--- src/rtl/vtg_pattern_gen.sv ---
// Video timing generator with built-in test patterns (solid, colour bars, ramp, checker).
// All outputs are registered one clock after the counter state they describe.
module vtg_pattern_gen #(
    parameter int unsigned HACT   = 640,
    parameter int unsigned HFP    = 16,
    parameter int unsigned HSP    = 96,
    parameter int unsigned HBP    = 48,
    parameter int unsigned VACT   = 480,
    parameter int unsigned VFP    = 10,
    parameter int unsigned VSP    = 2,
    parameter int unsigned VBP    = 33,
    parameter int unsigned DW     = 8,
    parameter bit          HS_POL = 1'b0,
    parameter bit          VS_POL = 1'b0
) (
    input  logic              px_clk,
    input  logic              sys_rst,
    input  logic              en_i,
    input  logic [1:0]        mode_i,
    input  logic [3*DW-1:0]   color_i,
    output logic              hsync_o,
    output logic              vsync_o,
    output logic              dval_o,
    output logic              sof_o,
    output logic              eol_o,
    output logic [DW-1:0]     rdata_o,
    output logic [DW-1:0]     gdata_o,
    output logic [DW-1:0]     bdata_o,
    output logic [15:0]       frame_cnt_o
);

    localparam int unsigned HTOTAL = HACT + HFP + HSP + HBP;
    localparam int unsigned VTOTAL = VACT + VFP + VSP + VBP;
    localparam int unsigned HW     = (HTOTAL > 1) ? $clog2(HTOTAL) : 1;
    localparam int unsigned VW     = (VTOTAL > 1) ? $clog2(VTOTAL) : 1;

    logic [HW-1:0]   hcnt_reg, hcnt_next;
    logic [VW-1:0]   vcnt_reg, vcnt_next;
    logic [31:0]     hx, vx;
    logic            h_wrap, v_wrap, at_origin;
    logic [1:0]      mode_reg, mode_sel;
    logic [3*DW-1:0] color_reg, color_sel;
    logic [7:1]      bar_ge;
    logic [2:0]      bar_idx;
    logic            active, hs_on, vs_on;
    logic [DW-1:0]   full, ramp;
    logic [DW-1:0]   r_next, g_next, b_next;

    assign hx   = 32'(hcnt_reg);
    assign vx   = 32'(vcnt_reg);
    assign full = '1;
    assign ramp = DW'(hcnt_reg);

    // Bar k starts at k*HACT/8; the bar index is how many starts lie at or before hcnt.
    genvar gi;
    generate
        for (gi = 1; gi < 8; gi++) begin : g_bar
            localparam int unsigned BOUND = (32'(gi) * HACT) / 8;
            assign bar_ge[gi] = (hx >= BOUND);
        end
    endgenerate

    always_comb begin
        bar_idx = '0;
        for (int i = 1; i < 8; i++) begin
            bar_idx = bar_idx + {2'b00, bar_ge[i]};
        end
    end

    always_comb begin
        h_wrap    = (hx == HTOTAL - 1);
        v_wrap    = (vx == VTOTAL - 1);
        at_origin = (hcnt_reg == '0) && (vcnt_reg == '0);
        hcnt_next = h_wrap ? '0 : hcnt_reg + HW'(1);
        vcnt_next = vcnt_reg;
        if (h_wrap) begin
            vcnt_next = v_wrap ? '0 : vcnt_reg + VW'(1);
        end
        // Pixel (0,0) already uses the values being captured, so a whole frame is consistent.
        mode_sel  = at_origin ? mode_i  : mode_reg;
        color_sel = at_origin ? color_i : color_reg;
        active    = (hx < HACT) && (vx < VACT);
        hs_on     = (hx >= HACT + HFP) && (hx < HACT + HFP + HSP);
        vs_on     = (vx >= VACT + VFP) && (vx < VACT + VFP + VSP);
        r_next    = '0;
        g_next    = '0;
        b_next    = '0;
        if (active) begin
            case (mode_sel)
                2'd0: {r_next, g_next, b_next} = color_sel;
                2'd1: begin
                    r_next = bar_idx[1] ? '0 : full;
                    g_next = bar_idx[2] ? '0 : full;
                    b_next = bar_idx[0] ? '0 : full;
                end
                2'd2: begin
                    r_next = ramp;
                    g_next = ramp;
                    b_next = ramp;
                end
                default: begin
                    if (hx[5] ^ vx[5]) begin
                        r_next = full;
                        g_next = full;
                        b_next = full;
                    end
                end
            endcase
        end
    end

    always_ff @(posedge px_clk or posedge sys_rst) begin
        if (sys_rst) begin
            hcnt_reg    <= '0;
            vcnt_reg    <= '0;
            mode_reg    <= '0;
            color_reg   <= '0;
            dval_o      <= 1'b0;
            sof_o       <= 1'b0;
            eol_o       <= 1'b0;
            hsync_o     <= ~HS_POL;
            vsync_o     <= ~VS_POL;
            rdata_o     <= '0;
            gdata_o     <= '0;
            bdata_o     <= '0;
            frame_cnt_o <= '0;
        end else if (!en_i) begin
            hcnt_reg <= '0;
            vcnt_reg <= '0;
            dval_o   <= 1'b0;
            sof_o    <= 1'b0;
            eol_o    <= 1'b0;
            hsync_o  <= ~HS_POL;
            vsync_o  <= ~VS_POL;
            rdata_o  <= '0;
            gdata_o  <= '0;
            bdata_o  <= '0;
        end else begin
            hcnt_reg <= hcnt_next;
            vcnt_reg <= vcnt_next;
            if (at_origin) begin
                mode_reg  <= mode_i;
                color_reg <= color_i;
            end
            dval_o  <= active;
            sof_o   <= active && at_origin;
            eol_o   <= active && (hx == HACT - 1);
            hsync_o <= hs_on ? HS_POL : ~HS_POL;
            vsync_o <= vs_on ? VS_POL : ~VS_POL;
            rdata_o <= r_next;
            gdata_o <= g_next;
            bdata_o <= b_next;
            if (h_wrap && v_wrap) begin
                frame_cnt_o <= frame_cnt_o + 16'd1;
            end
        end
    end

endmodule

--- config.mk ---
export PLATFORM = sky130hd
export DESIGN_NAME = vtg_pattern_gen
export DESIGN_NICKNAME = d
export VERILOG_FILES = /design/src/rtl/vtg_pattern_gen.sv
export SDC_FILE = /design/constraint.sdc
export NUM_CORES = 1
export LEC_CHECK = 0
export BUFFER_PORTS_ARGS = -buffer_cell sky130_fd_sc_hd__buf_4
export CAP_MARGIN = 10
export CORE_UTILIZATION = 30
export CTS_BUF_LIST = sky130_fd_sc_hd__clkbuf_8
export DETAILED_ROUTE_END_ITERATION = 12
export PLACE_DENSITY = 0.45
export SYNTH_ARGS = -nofsm -noshare
export SYNTH_HDL_FRONTEND = slang
export SYNTH_SLANG_ARGS = --single-unit
--- constraint.sdc ---
create_clock -name px_clk -period 8.6 [get_ports px_clk]
set_clock_uncertainty 0.05 [all_clocks]
set_input_delay 0 -clock px_clk [delete_from_list [all_inputs] [get_ports px_clk]]
set_output_delay 0 -clock px_clk [all_outputs]
set_load 0.01 [all_outputs]
==> results.txt <==
----------------------------------------------------
[Run status]
  Result of the run ... finished, violations left
  Violated checks ... design-rule violations

[Synth]
  Xor-xnor portion of the synthesized cell area ... 5.81%
  Synth Area in Compound Gates ... 9.95%
  Mapped Area ... 4530 µm²
  Most common cell in the netlist ... sky130_fd_sc_hd__dfrtp_1
  Main combinational cell family by area after synthesis ... simple AND/OR/NAND/NOR gates
  Dominant synthesized flop cell ... sky130_fd_sc_hd__dfrtp_1
  Leading post-synthesis cells by cell area ... sky130_fd_sc_hd__dfrtp_1 (49%), sky130_fd_sc_hd__or3_1 (7.5%), sky130_fd_sc_hd__mux2_2 (6.5%)
  Share of async-settable or async-resettable flops after synthesis ... 100%
  Simple-gate share of the synthesized area ... approximately a fifth
  Sequential fraction of the synthesis area ... between 50% and 60%
  Total number of yosys warnings ... 0
  Adder and majority gate portion of the synthesized area ... 3.15%
  Cell variety after synth ... 45
  Leading cell types by count after synthesis ... sky130_fd_sc_hd__dfrtp_1 (89), sky130_fd_sc_hd__or3_1 (54), sky130_fd_sc_hd__a21oi_1 (28), sky130_fd_sc_hd__nor2_1 (28), sky130_fd_sc_hd__mux2_2 (26)
  Cell count after synthesis ... between 400 and 500
  Number of flip-flops and latches in the synthesized netlist ... 91
  Top cell type's share of synthesized area ... 49.2%
  Cell type contributing the most total cell area after synthesis ... sky130_fd_sc_hd__dfrtp_1
  Multiplexer fraction of the synthesized cell area ... 7.63%
  Number of enable-type register cells in the synthesized netlist ... 0
  Avg Synthesized Cell Area ... 10.8 µm²
  Net Count, Synth ... about 460

[Cells and area]
  Net count reported at finish ... about 550
  Final design instance area without fill ... 5700 µm²
  # diodes ... 0
  Number of inserted filler cells in the final layout ... 1476
  Share of cells above drive strength 1 ... about a quarter
  Number of flip-flops in the largest register ... 24
  Synth-to-layout area growth ... 26.0%

[Worst setup path]
  CP dominant cell by count ... sky130_fd_sc_hd__fa_1
  Crit end category ... flip-flop
  Path type of the worst setup path ... flip-flop to flip-flop
  Kind of start point of the critical path ... flip-flop
  Data required time at the worst endpoint ... 8800 ps
  Sum of buffers and inverters on the critical path ... 2
  CP max stage delay ... 660 ps
  Reg2Reg Capture Point ... rdata_o[6]$_DFF_PP0_
  Worst r2r src ... hcnt_reg[5]$_DFF_PP0_
  Cell type group with the largest total delay on the critical path ... adder cells
  Cell with the largest stage delay on the worst path ... sky130_fd_sc_hd__dfrtp_1
  WP data arrival ... 3900 ps
  CP max FO ... 14
  Critical Path, Cell by Cell ... o21ai_0 -> and3b_1 -> fa_1 -> fa_1 -> inv_1 -> fa_1 -> inv_1 -> fa_1 -> o21ai_2 -> a21oi_1
  Number of cell instances on the worst register-to-register path ... 10
  Setup slack of the most critical reg-to-reg path ... 4900 ps

[Die]
  Initial Utilization ... 30.9%
  Top-Level Pins ... 74
  Placement row count ... 44
  Height of the chip ... 125 µm
  Die footprint ... 15600 µm²
  Die Span X ... 125 µm
  Placeable core region ... 14600 µm²

[Global route]
  Global-route wire length before repair ... 19.7 mm
  Vias in the first global route ... 3549
  Total congestion overflow ... 0
  Total global-route track usage ... 16.4%
  Largest net degree at the start of global routing ... 54
  Antenna violations before repair ... 0

[Timing]
  Tightest slew margin relative to the limit ... 37.6%
  Total Negative Setup Slacks ... 0 ps
  Transition time at the pin with the least slew margin ... 933 ps
  Share of the cycle needed by the critical path after routing ... 43.0%
  Number of setup violations in the final report ... 0
  Min cycle time layout ... 3700 ps
  Number of slew-limit violations in the final report ... 0
  Max Clock Freq ... 270 MHz
  Count of endpoints failing hold in the final timing report ... 0
  RSZ-0062 raised after global routing ... false

[Clocking]
  Worst-Skew Late Latency ... 380 ps
  Maximum level of the CTS H-tree ... 3
  Post-CTS sizing ... 0
  Clk sink count ... 91
  Root buffer selected by CTS ... sky130_fd_sc_hd__clkbuf_8
  CTS tree ... yes
  Clk buf depth ... 2
  Clock transition at path regs ... about 100 ps
  Cts bufs inserted ... 9

[Worst hold path]
  Hold path startpoint ... mode_i[1]
  WHS Path Cells ... 2
  Class of the tightest hold or removal check ... input port to flip-flop
  Endpoint with the worst hold slack ... mode_reg[1]$_DFFE_PP0P_

[Place]
  Placement-stage cell area ... around 5200 µm²
  Count of buffers from port buffering ... 73
  Final HPWL from detailed placement ... slightly below 8 mm
  Routability-driven placement congestion ratio ... 0.765

[Routing]
  Total routed wirelength ... 12.1 mm
  Post-route ant nets ... 0
  Number of vias in the routed layout ... 3493
  DRC marker count from the first detailed-route iteration ... 198
  Wire length per cell ... 17.3 µm
  Number of remaining DRC errors ... 10
  Via density per instance ... ~5.0
  Number of iterations in the first detailed-routing pass ... 8

[Power]
  Power density of the placed cells ... 184 nW/µm²
  Worst vdd ir ... 0.0000633 V
  Pleak ... ~0.0024 µW

[Run]
  Maximum capacitance violations ... 0

----------------------------------------------------
## through the flow
stage | power, µW | setup slack [ps] | hold slack (ps) | utilization [%] | instances
after floorplan | 654 | 5140 | 34.7 | - | 419
after global placement | 745 | 4990 | 91.7 | 35.7 | 655
after detailed placement | 746 | 4920 | 92.0 | 35.7 | 655
after CTS | 1060 | 4890 | 38.4 | 38.9 | 697
after global routing | 1110 | 4640 | 81.0 | 38.9 | 697
final | 1050 | 4900 | 68.0 | 38.9 | 697
## layout make-up
| type | count | area [µm²] | area share, % |
|---|---|---|---|
| flip-flops and latches | 91 | 2280 | 40.0 |
| multi-input cells | 288 | 2080 | 36.5 |
| repair buffers | 106 | 863 | 15.1 |
| well taps | 184 | 230 | 4.04 |
| clock buffers | 10 | 138 | 2.41 |
| clock inverters | 5 | 61.3 | 1.08 |
| inverters | 13 | 50.0 | 0.878 |
## cells by family (layout without fill, tap and decap cells)
logic type / Yosys count / in the layout
mux: 30 / 30
fa+ha+maj: 9 / 9
compound gates: 69 / 69
xor+xnor: 30 / 30
buf+inv: 40 / 134
simple gates: 150 / 150
flops: 91 / 91
## power breakdown
group | internal (µW) | switching, µW
clock | 142 | 164
sequential | 480 | 36.4
combinational | 115 | 114
total | 736 | 314
## per-layer routing
metal | global-route usage, % | up-vias | share of wire (%)
met3 | 2.88 | 15 | 4.5
met5 | 0 | - | 0
met1 | 23.2 | 1725 | 50
met2 | 24.7 | 84 | 44
li1 | - | 1669 | -
met4 | 6.74 | 0 | 1.7
## worst max-delay path by stage
stage	startpoint	end	slack, ps	depth (start not counted)
CTS	hcnt_reg[6]$_DFF_PP0_	rdata_o[7]$_DFF_PP0_	4890	10
finish	hcnt_reg[5]$_DFF_PP0_	rdata_o[6]$_DFF_PP0_	4900	10
global route	hcnt_reg[7]$_DFF_PP0_	rdata_o[0]$_DFF_PP0_	4640	10
detailed placement	hcnt_reg[5]$_DFF_PP0_	rdata_o[5]$_DFF_PP0_	4920	10
floorplan	hcnt_reg[5]$_DFF_PP0_	rdata_o[7]$_DFF_PP0_	5140	11
global placement	hcnt_reg[5]$_DFF_PP0_	rdata_o[2]$_DFF_PP0_	4990	10
## cell usage in the layout (no fill, tap or decap), drive strengths merged, types with 2 or more instances in the layout
master,Yosys,layout
dfrtp,89,89
buf,5,79
or3,55,55
nor2,28,28
a21oi,28,28
dlygate4sd3,0,27
mux2,26,26
o211ai,25,25
xnor2,20,20
nand2,15,15
nand3,14,14
inv,13,13
xor2,10,10
clkbuf,22,10
o21ai,10,10
nand4,9,9
and3,5,5
ha,5,5
fa,4,4
nor4,4,4
nor3,4,4
mux2i,4,4
clkinvlp,0,3
nor4b,3,3
nand3b,2,2
and2,2,2
nor2b,2,2
and4,2,2
dfstp,2,2
or4,2,2
## repair_timing
item | 4_1_cts | 5_1_grt
hold buffers | 27 | 0
buffers inserted | 0 | 0
hold endpoints to repair | 78 | 0
No activity file was read; power rests on OpenSTA's default activity.
